==> config.mk <==
export PLATFORM = sky130hd
export DESIGN_NAME = matmul_core_param_flat
export DESIGN_NICKNAME = d
export VERILOG_FILES = /design/src/rtl/matmul_core_param_if.sv /design/src/rtl/matmul_core_param.sv /design/src/flat_wrapper.sv
export SDC_FILE = /design/constraint.sdc
export NUM_CORES = 1
export LEC_CHECK = 0
export BUFFER_PORTS_ARGS = -buffer_cell sky130_fd_sc_hd__clkbuf_2
export CORE_MARGIN = 3
export CORE_UTILIZATION = 61
export CTS_BUF_LIST = sky130_fd_sc_hd__clkbuf_8
export DETAILED_ROUTE_END_ITERATION = 6
export PLACE_DENSITY = 0.8
export SETUP_SLACK_MARGIN = 0.2
export SLEW_MARGIN = 20
export SYNTH_ARGS = -nofsm -noshare
export SYNTH_HDL_FRONTEND = slang
export SYNTH_SLANG_ARGS = --single-unit
==> constraint.sdc <==
create_clock -name clock -period 7.23 [get_ports clock]
set_input_delay 0.723 -clock clock [delete_from_list [all_inputs] [get_ports clock]]
set_output_delay 0.723 -clock clock [all_outputs]
set_load 0.005 [all_outputs]
==> src/rtl/matmul_core_param_if.sv <==
// matmul_core_param_if: control and data-memory bus of one matmul core.
//   start                   - level request, sampled by the core in IDLE
//   dim_i, dim_j, dim_k     - A is I x J, B is J x K, D is I x K (row-major)
//   a_base, b_base, d_base  - matrix base addresses in data memory
//   write_en0, addr_data_0,
//   datain0                 - single-port data memory write/address/data
//   dataout0                - memory read data, valid one cycle after address
//   busy, end_process       - core status
// The slave modport is the core; master is the system side (control + memory).
interface matmul_core_param_if #(
    parameter int DATA_W = 16,
    parameter int ADDR_W = 8,
    parameter int DIM_W  = 8
);
    logic              start;
    logic [DIM_W-1:0]  dim_i;
    logic [DIM_W-1:0]  dim_j;
    logic [DIM_W-1:0]  dim_k;
    logic [ADDR_W-1:0] a_base;
    logic [ADDR_W-1:0] b_base;
    logic [ADDR_W-1:0] d_base;
    logic              write_en0;
    logic [ADDR_W-1:0] addr_data_0;
    logic [DATA_W-1:0] datain0;
    logic [DATA_W-1:0] dataout0;
    logic              busy;
    logic              end_process;

    modport master (
        output start, dim_i, dim_j, dim_k, a_base, b_base, d_base, dataout0,
        input  write_en0, addr_data_0, datain0, busy, end_process
    );

    modport slave (
        input  start, dim_i, dim_j, dim_k, a_base, b_base, d_base, dataout0,
        output write_en0, addr_data_0, datain0, busy, end_process
    );
endinterface

==> src/rtl/matmul_core_param.sv <==
// matmul_core_param: hard-wired D = A x B core over a shared single-port
// data memory. Computes only the output rows i with i mod NUM_CORES ==
// CORE_ID, so several instances can split one multiplication.
// Ports:
//   clock  - rising-edge clock
//   reset  - synchronous, active-high; returns to IDLE, clears all state
//   bus    - matmul_core_param_if.slave (start/dims/bases in, memory bus,
//            busy and end_process out)
// One memory access per cycle: RD_A, RD_B, MAC, ..., WRITE per D element.
module matmul_core_param #(
    parameter int DATA_W    = 16,
    parameter int ADDR_W    = 8,
    parameter int DIM_W     = 8,
    parameter int ACC_W     = 40,
    parameter int NUM_CORES = 1,
    parameter int CORE_ID   = 0,
    parameter int SATURATE  = 0
) (
    input logic                  clock,
    input logic                  reset,
    matmul_core_param_if.slave   bus
);
    localparam logic [2:0] S_IDLE  = 3'd0;
    localparam logic [2:0] S_RD_A  = 3'd1;
    localparam logic [2:0] S_RD_B  = 3'd2;
    localparam logic [2:0] S_MAC   = 3'd3;
    localparam logic [2:0] S_WRITE = 3'd4;
    localparam logic [2:0] S_DONE  = 3'd5;

    localparam logic [31:0] NC  = NUM_CORES;
    localparam logic [31:0] CID = CORE_ID;

    logic [2:0]        state;
    logic [DIM_W-1:0]  i_cnt, j_cnt, k_cnt;
    logic [DIM_W-1:0]  dim_i_r, dim_j_r, dim_k_r;
    logic [ADDR_W-1:0] a_base_r, b_base_r, d_base_r;
    logic [DATA_W-1:0] a_r;
    logic [ACC_W-1:0]  acc;
    logic [ACC_W-1:0]  acc_next;
    logic [DATA_W-1:0] result;
    logic [ADDR_W-1:0] addr_a, addr_b, addr_d;
    logic              degenerate, last_j, last_k, last_row;
    logic              we_o;
    logic [ADDR_W-1:0] addr_o;
    logic [DATA_W-1:0] data_o;

    // Row-major element address, wrapping modulo 2^ADDR_W.
    function automatic logic [ADDR_W-1:0] elem_addr(
        input logic [ADDR_W-1:0] base,
        input logic [DIM_W-1:0]  row,
        input logic [DIM_W-1:0]  cols,
        input logic [DIM_W-1:0]  col
    );
        return base + ADDR_W'(32'(row) * 32'(cols)) + ADDR_W'(col);
    endfunction

    assign addr_a = elem_addr(a_base_r, i_cnt, dim_j_r, j_cnt);
    assign addr_b = elem_addr(b_base_r, j_cnt, dim_k_r, k_cnt);
    assign addr_d = elem_addr(d_base_r, i_cnt, dim_k_r, k_cnt);

    // Evaluated on the live inputs, since they are only latched on start.
    assign degenerate = (bus.dim_i == '0) || (bus.dim_j == '0) ||
                        (bus.dim_k == '0) || (32'(bus.dim_i) <= CID);

    assign last_j   = (32'(j_cnt) + 32'd1) >= 32'(dim_j_r);
    assign last_k   = (32'(k_cnt) + 32'd1) >= 32'(dim_k_r);
    assign last_row = (32'(i_cnt) + NC) >= 32'(dim_i_r);

    // In MAC, dataout0 carries the B element addressed during RD_B.
    assign acc_next = acc + ACC_W'(a_r) * ACC_W'(bus.dataout0);

    always_comb begin
        result = acc[DATA_W-1:0];
        if (SATURATE != 0 && (acc >> DATA_W) != '0)
            result = '1;
    end

    always_comb begin
        we_o   = 1'b0;
        addr_o = '0;
        data_o = '0;
        case (state)
            S_RD_A:  addr_o = addr_a;
            S_RD_B:  addr_o = addr_b;
            S_WRITE: begin
                we_o   = 1'b1;
                addr_o = addr_d;
                data_o = result;
            end
            default: ;
        endcase
    end

    assign bus.write_en0   = we_o;
    assign bus.addr_data_0 = addr_o;
    assign bus.datain0     = data_o;
    assign bus.busy        = (state == S_RD_A) || (state == S_RD_B) ||
                             (state == S_MAC)  || (state == S_WRITE);
    assign bus.end_process = (state == S_DONE);

    always_ff @(posedge clock) begin
        if (reset) begin
            state    <= S_IDLE;
            i_cnt    <= '0;
            j_cnt    <= '0;
            k_cnt    <= '0;
            dim_i_r  <= '0;
            dim_j_r  <= '0;
            dim_k_r  <= '0;
            a_base_r <= '0;
            b_base_r <= '0;
            d_base_r <= '0;
            a_r      <= '0;
            acc      <= '0;
        end else begin
            case (state)
                S_IDLE: begin
                    if (bus.start) begin
                        dim_i_r  <= bus.dim_i;
                        dim_j_r  <= bus.dim_j;
                        dim_k_r  <= bus.dim_k;
                        a_base_r <= bus.a_base;
                        b_base_r <= bus.b_base;
                        d_base_r <= bus.d_base;
                        i_cnt    <= DIM_W'(CID);
                        j_cnt    <= '0;
                        k_cnt    <= '0;
                        acc      <= '0;
                        state    <= degenerate ? S_DONE : S_RD_A;
                    end
                end
                S_RD_A: state <= S_RD_B;
                S_RD_B: begin
                    a_r   <= bus.dataout0;
                    state <= S_MAC;
                end
                S_MAC: begin
                    acc <= acc_next;
                    if (!last_j) begin
                        j_cnt <= j_cnt + DIM_W'(1);
                        state <= S_RD_A;
                    end else begin
                        state <= S_WRITE;
                    end
                end
                S_WRITE: begin
                    acc   <= '0;
                    j_cnt <= '0;
                    if (!last_k) begin
                        k_cnt <= k_cnt + DIM_W'(1);
                        state <= S_RD_A;
                    end else if (!last_row) begin
                        i_cnt <= DIM_W'(32'(i_cnt) + NC);
                        k_cnt <= '0;
                        state <= S_RD_A;
                    end else begin
                        state <= S_DONE;
                    end
                end
                S_DONE: begin
                    if (!bus.start)
                        state <= S_IDLE;
                end
                default: state <= S_IDLE;
            endcase
        end
    end
endmodule

==> src/flat_wrapper.sv <==
// flat-port wrapper written by rule: the top's interface ports become plain ports
module matmul_core_param_flat 
#(
    parameter int DATA_W    = 16,
    parameter int ADDR_W    = 8,
    parameter int DIM_W     = 8,
    parameter int ACC_W     = 40,
    parameter int NUM_CORES = 1,
    parameter int CORE_ID   = 0,
    parameter int SATURATE  = 0
)
  (clock, reset, bus_start, bus_dim_i, bus_dim_j, bus_dim_k, bus_a_base, bus_b_base, bus_d_base, bus_dataout0, bus_write_en0, bus_addr_data_0, bus_datain0, bus_busy, bus_end_process);
  matmul_core_param_if #(.DATA_W(DATA_W), .ADDR_W(ADDR_W), .DIM_W(DIM_W)) bus_i ();
  input logic clock;
  input logic reset;
  input wire logic [$bits(bus_i.start)-1:0] bus_start;
  input wire logic [$bits(bus_i.dim_i)-1:0] bus_dim_i;
  input wire logic [$bits(bus_i.dim_j)-1:0] bus_dim_j;
  input wire logic [$bits(bus_i.dim_k)-1:0] bus_dim_k;
  input wire logic [$bits(bus_i.a_base)-1:0] bus_a_base;
  input wire logic [$bits(bus_i.b_base)-1:0] bus_b_base;
  input wire logic [$bits(bus_i.d_base)-1:0] bus_d_base;
  input wire logic [$bits(bus_i.dataout0)-1:0] bus_dataout0;
  output wire logic [$bits(bus_i.write_en0)-1:0] bus_write_en0;
  output wire logic [$bits(bus_i.addr_data_0)-1:0] bus_addr_data_0;
  output wire logic [$bits(bus_i.datain0)-1:0] bus_datain0;
  output wire logic [$bits(bus_i.busy)-1:0] bus_busy;
  output wire logic [$bits(bus_i.end_process)-1:0] bus_end_process;
  assign bus_i.start = bus_start;
  assign bus_i.dim_i = bus_dim_i;
  assign bus_i.dim_j = bus_dim_j;
  assign bus_i.dim_k = bus_dim_k;
  assign bus_i.a_base = bus_a_base;
  assign bus_i.b_base = bus_b_base;
  assign bus_i.d_base = bus_d_base;
  assign bus_i.dataout0 = bus_dataout0;
  assign bus_write_en0 = bus_i.write_en0;
  assign bus_addr_data_0 = bus_i.addr_data_0;
  assign bus_datain0 = bus_i.datain0;
  assign bus_busy = bus_i.busy;
  assign bus_end_process = bus_i.end_process;
  matmul_core_param #(.DATA_W(DATA_W), .ADDR_W(ADDR_W), .DIM_W(DIM_W), .ACC_W(ACC_W), .NUM_CORES(NUM_CORES), .CORE_ID(CORE_ID), .SATURATE(SATURATE)) u_core (.clock(clock), .reset(reset), .bus(bus_i));
endmodule
==> results.py <==
metrics = {
    "global_route": {
        "grt_pass1_wl_um": 56300,
        "grt_pass1_vias": 11300,
        "track_usage_pct": 28.9,
        "grt_max_degree": 96,
        "antenna_found_initial": 0,
        "grt-ovfl-total": 0,
    },
    "setup_path": {
        "r2r_setup_slack_ps": 1630,
        "crit_fanout": 9,
        "reg2reg_from": "u_core.a_r[2]",
        "cp-end-kind": "primary output",
        "critical_path_required_ps": 6510,
        "worstPathArrival_ps": 5310,
        "reg2reg_to": "u_core.acc[14]",
        "start_kind": "flip-flop",
        "critPathKind": "flip-flop to primary output",
        "reg2reg_depth": 17,
    },
    "status": {
        "outcome": "finished, final reports clean",
    },
    "sta": {
        "tightestPinTransition_ps": 1130,
        "setup_viol": 0,
        "timing.hold.ws_ps": 460,
        "slew_viol_final": 0,
        "slew_headroom_pct": 24.1,
        "period_needed_ps": 6030,
        "setup_ws_ps": 1200,
        "tns_ps": 0,
        "final.period_utilization_pct": 83.4,
        "rsz0062_at_grt": "false",
        "hold_violations": 0,
        "fmax_ghz": 0.166,
        "fin_skew_ps": 14.5,
    },
    "routing": {
        "drc": 0,
        "dr.pass1.iters": 5,
        "vias": 11100,
        "wire_per_inst_um": 16.8,
        "vias_per_cell": 5.58,
        "drt_iter0_markers": 720,
        "ant_nets": 0,
        "routed_wl_um": 33500,
    },
    "logic_synthesis": {
        "async_reset_ff_share_pct": 0,
        "synthFlopType": "dfxtp_1",
        "synth.cell_area_um2": 13600,
        "synth_seq_cells": 107,
        "synth_top_family_by_area": "adder cells",
        "synth-xor-area-share_pct": 7.72,
        "syn-num-nets": 2048,
        "syn_inst": 1676,
        "synth_warnings": 0,
        "synth_area_per_cell_um2": 8.11,
        "synth-edff-count": 0,
        "synthAdderAreaFrac_pct": 36.9,
        "synth_compound_area_share_pct": 10.3,
        "synthMuxAreaShare_pct": 0.147,
        "seq_area_frac_synth_pct": 15.8,
        "synth_simple_gate_area_share_pct": 18.1,
        "synth_cell_types": 67,
    },
    "cells_and_area": {
        "nets": 2089,
        "layout_common_cells": "314 x inv_1, 314 x nand2_1, 160 x fa_1",
        "drive_gt1_share_pct": 8.13,
        "final_util_pct": 67.1,
        "syn2layout_area_growth_pct": 5.75,
        "insertedDiodeCount": 0,
        "stdcell_area_um2": 14400,
    },
    "floorplanning": {
        "start_util_pct": 63.4,
        "io_pins": 94,
        "die_w_um": 155,
        "rows": 53,
        "dieArea_um2": 24100,
        "core-area_um2": 21400,
        "die_y_um": 155,
    },
    "placed_design": {
        "dpl_cell_area_um2": 14200,
        "pre_cts_ws_ps": 1380,
        "place_hpwl_um": 26600,
        "port_buffers": 93,
        "gp_congestion": 0.932,
    },
    "worst_hold_path": {
        "min_from": "u_core.dim_i_r[2]",
        "hp-class": "flip-flop to flip-flop",
        "hold_path_end": "u_core.dim_i_r[2]",
        "hold_path_depth": 2,
    },
    "clock_tree": {
        "cts_buffer_depth": 2,
        "post_cts_buffers": 0,
        "cts_root_buffer": "clkbuf_8",
        "clk_pin_slew_ps": 120,
        "cts_resized": 0,
        "hold_buffers": 0,
        "clk_latency_ps": 410,
        "numCtsBuffers": 9,
        "cts.sink_count": 107,
        "tritoncts": "done",
        "cts-htree-levels": 3,
    },
    "power_and_ir_drop": {
        "power_density_nw_per_um2": 108,
        "leakage_nw": 6.79,
        "ir_drop_uv": 107,
    },
    "flow_run": {
        "maxCapViolations": 0,
    },
}
cells by family after synthesis:
kind of cell,after synthesis
adder cells (fa/ha/maj),305
AO/OA/AOI/OAI,215
multiplexers,2
flip-flops,107
XOR/XNOR,115
buffers and inverters,389
AND/OR/NAND/NOR,543
worst max-delay path by stage:
stage / start / to / slack (ps) / depth (start not counted)
finish: u_core.i_cnt[3] / bus_addr_data_0[7] / 1200 / 19
global route: u_core.i_cnt[3] / bus_addr_data_0[7] / 850 / 19
CTS: u_core.i_cnt[3] / bus_addr_data_0[7] / 1200 / 19
detailed placement: bus_dataout0[3] / u_core.acc[14] / 1380 / 19
global placement: bus_dataout0[6] / u_core.acc[14] / 1460 / 19
floorplan: bus_dataout0[6] / u_core.acc[15] / 1670 / 19
flip-flops by register name, summed over array words and instances (netlist names):
signal           flops
u_core.state         3
u_core.k_cnt         8
u_core.dim_k_r       8
u_core.d_base_r      8
u_core.acc          16
u_core.a_r          16
u_core.dim_i_r       8
u_core.i_cnt         8
u_core.a_base_r      8
u_core.j_cnt         8
u_core.dim_j_r       8
u_core.b_base_r      8
layer usage:
layer	share of wire, %	vias to the layer above	GRT usage, %
met1	42	5407	37.8
met4	3.1	0	9.09
met3	6.4	84	4.20
met2	49	372	49.7
li1	-	5268	-
met5	0	-	0
layout make-up:
| class | count | area (µm²) |
|---|---|---|
| flip-flops and latches | 107 | 2140 |
| clock buffers | 9 | 124 |
| well taps | 275 | 344 |
| inverters | 316 | 1190 |
| clock inverters | 6 | 61.3 |
| repair buffers | 103 | 543 |
| multi-input cells | 1180 | 9960 |
| fillers | 1808 | 7050 |
critical path, cell delays in order, from the launching register on:
cell and delay (ps):
dfxtp_1 520, buf_4 230, nand2_1 90, fa_1 530, inv_1 60, fa_1 450
ha_1 350, fa_1 540, inv_1 50, fa_1 490, inv_1 40, ha_1 350
o21ai_0 190, a21oi_1 80, o21ai_0 180, nand2b_1 110, nor4_1 240, a31oi_1 70
o211ai_1 170, clkbuf_2 170
cell usage after synthesis (2+ instances only):
master	count	share of area, %
or3_1	6	0.28
a32oi_1	2	0.13
a21oi_2	2	0.13
a22oi_1	16	0.88
nand3_1	14	0.52
o21a_1	8	0.44
nand2b_1	17	0.78
a21o_1	16	0.88
nor2b_1	4	0.18
and2_1	82	3.8
fa_1	160	24
xor2_1	22	1.4
nor4_1	9	0.41
nand4_1	3	0.14
inv_1	314	8.7
a211oi_1	2	0.11
o31a_4	2	0.26
a31oi_1	2	0.092
clkbuf_1	60	1.7
o211ai_1	9	0.50
xnor2_1	90	5.8
ha_1	145	13
nor3_1	8	0.29
dfxtp_1	107	16
nor3b_1	3	0.17
and3_1	7	0.32
and3_2	2	0.11
o22ai_1	3	0.14
buf_2	10	0.37
o31a_1	2	0.13
nand2_1	314	8.7
xnor3_1	3	0.50
a311oi_2	6	0.66
a22o_1	2	0.13
nor2_2	2	0.092
o21ai_0	19	0.70
o21bai_1	8	0.44
mux2i_1	2	0.15
nand2b_4	2	0.20
a21oi_1	102	3.8
nor2_1	63	1.7
report_power, final:
group          internal (mW)  leakage (nW)  switching [mW]
Clock                  0.132        0.0906           0.247
Combinational          0.201          5.83           0.309
Sequential             0.617         0.870          0.0461
Total                  0.949          6.79           0.602
metrics by stage:
stage	instances	total power, mW
floorplan	1676	1.03
global placement	1981	1.16
detailed placement	1981	1.18
CTS	1996	1.56
global route	1996	1.65
finish	1996	1.55
(Power assumes the default switching activity.)
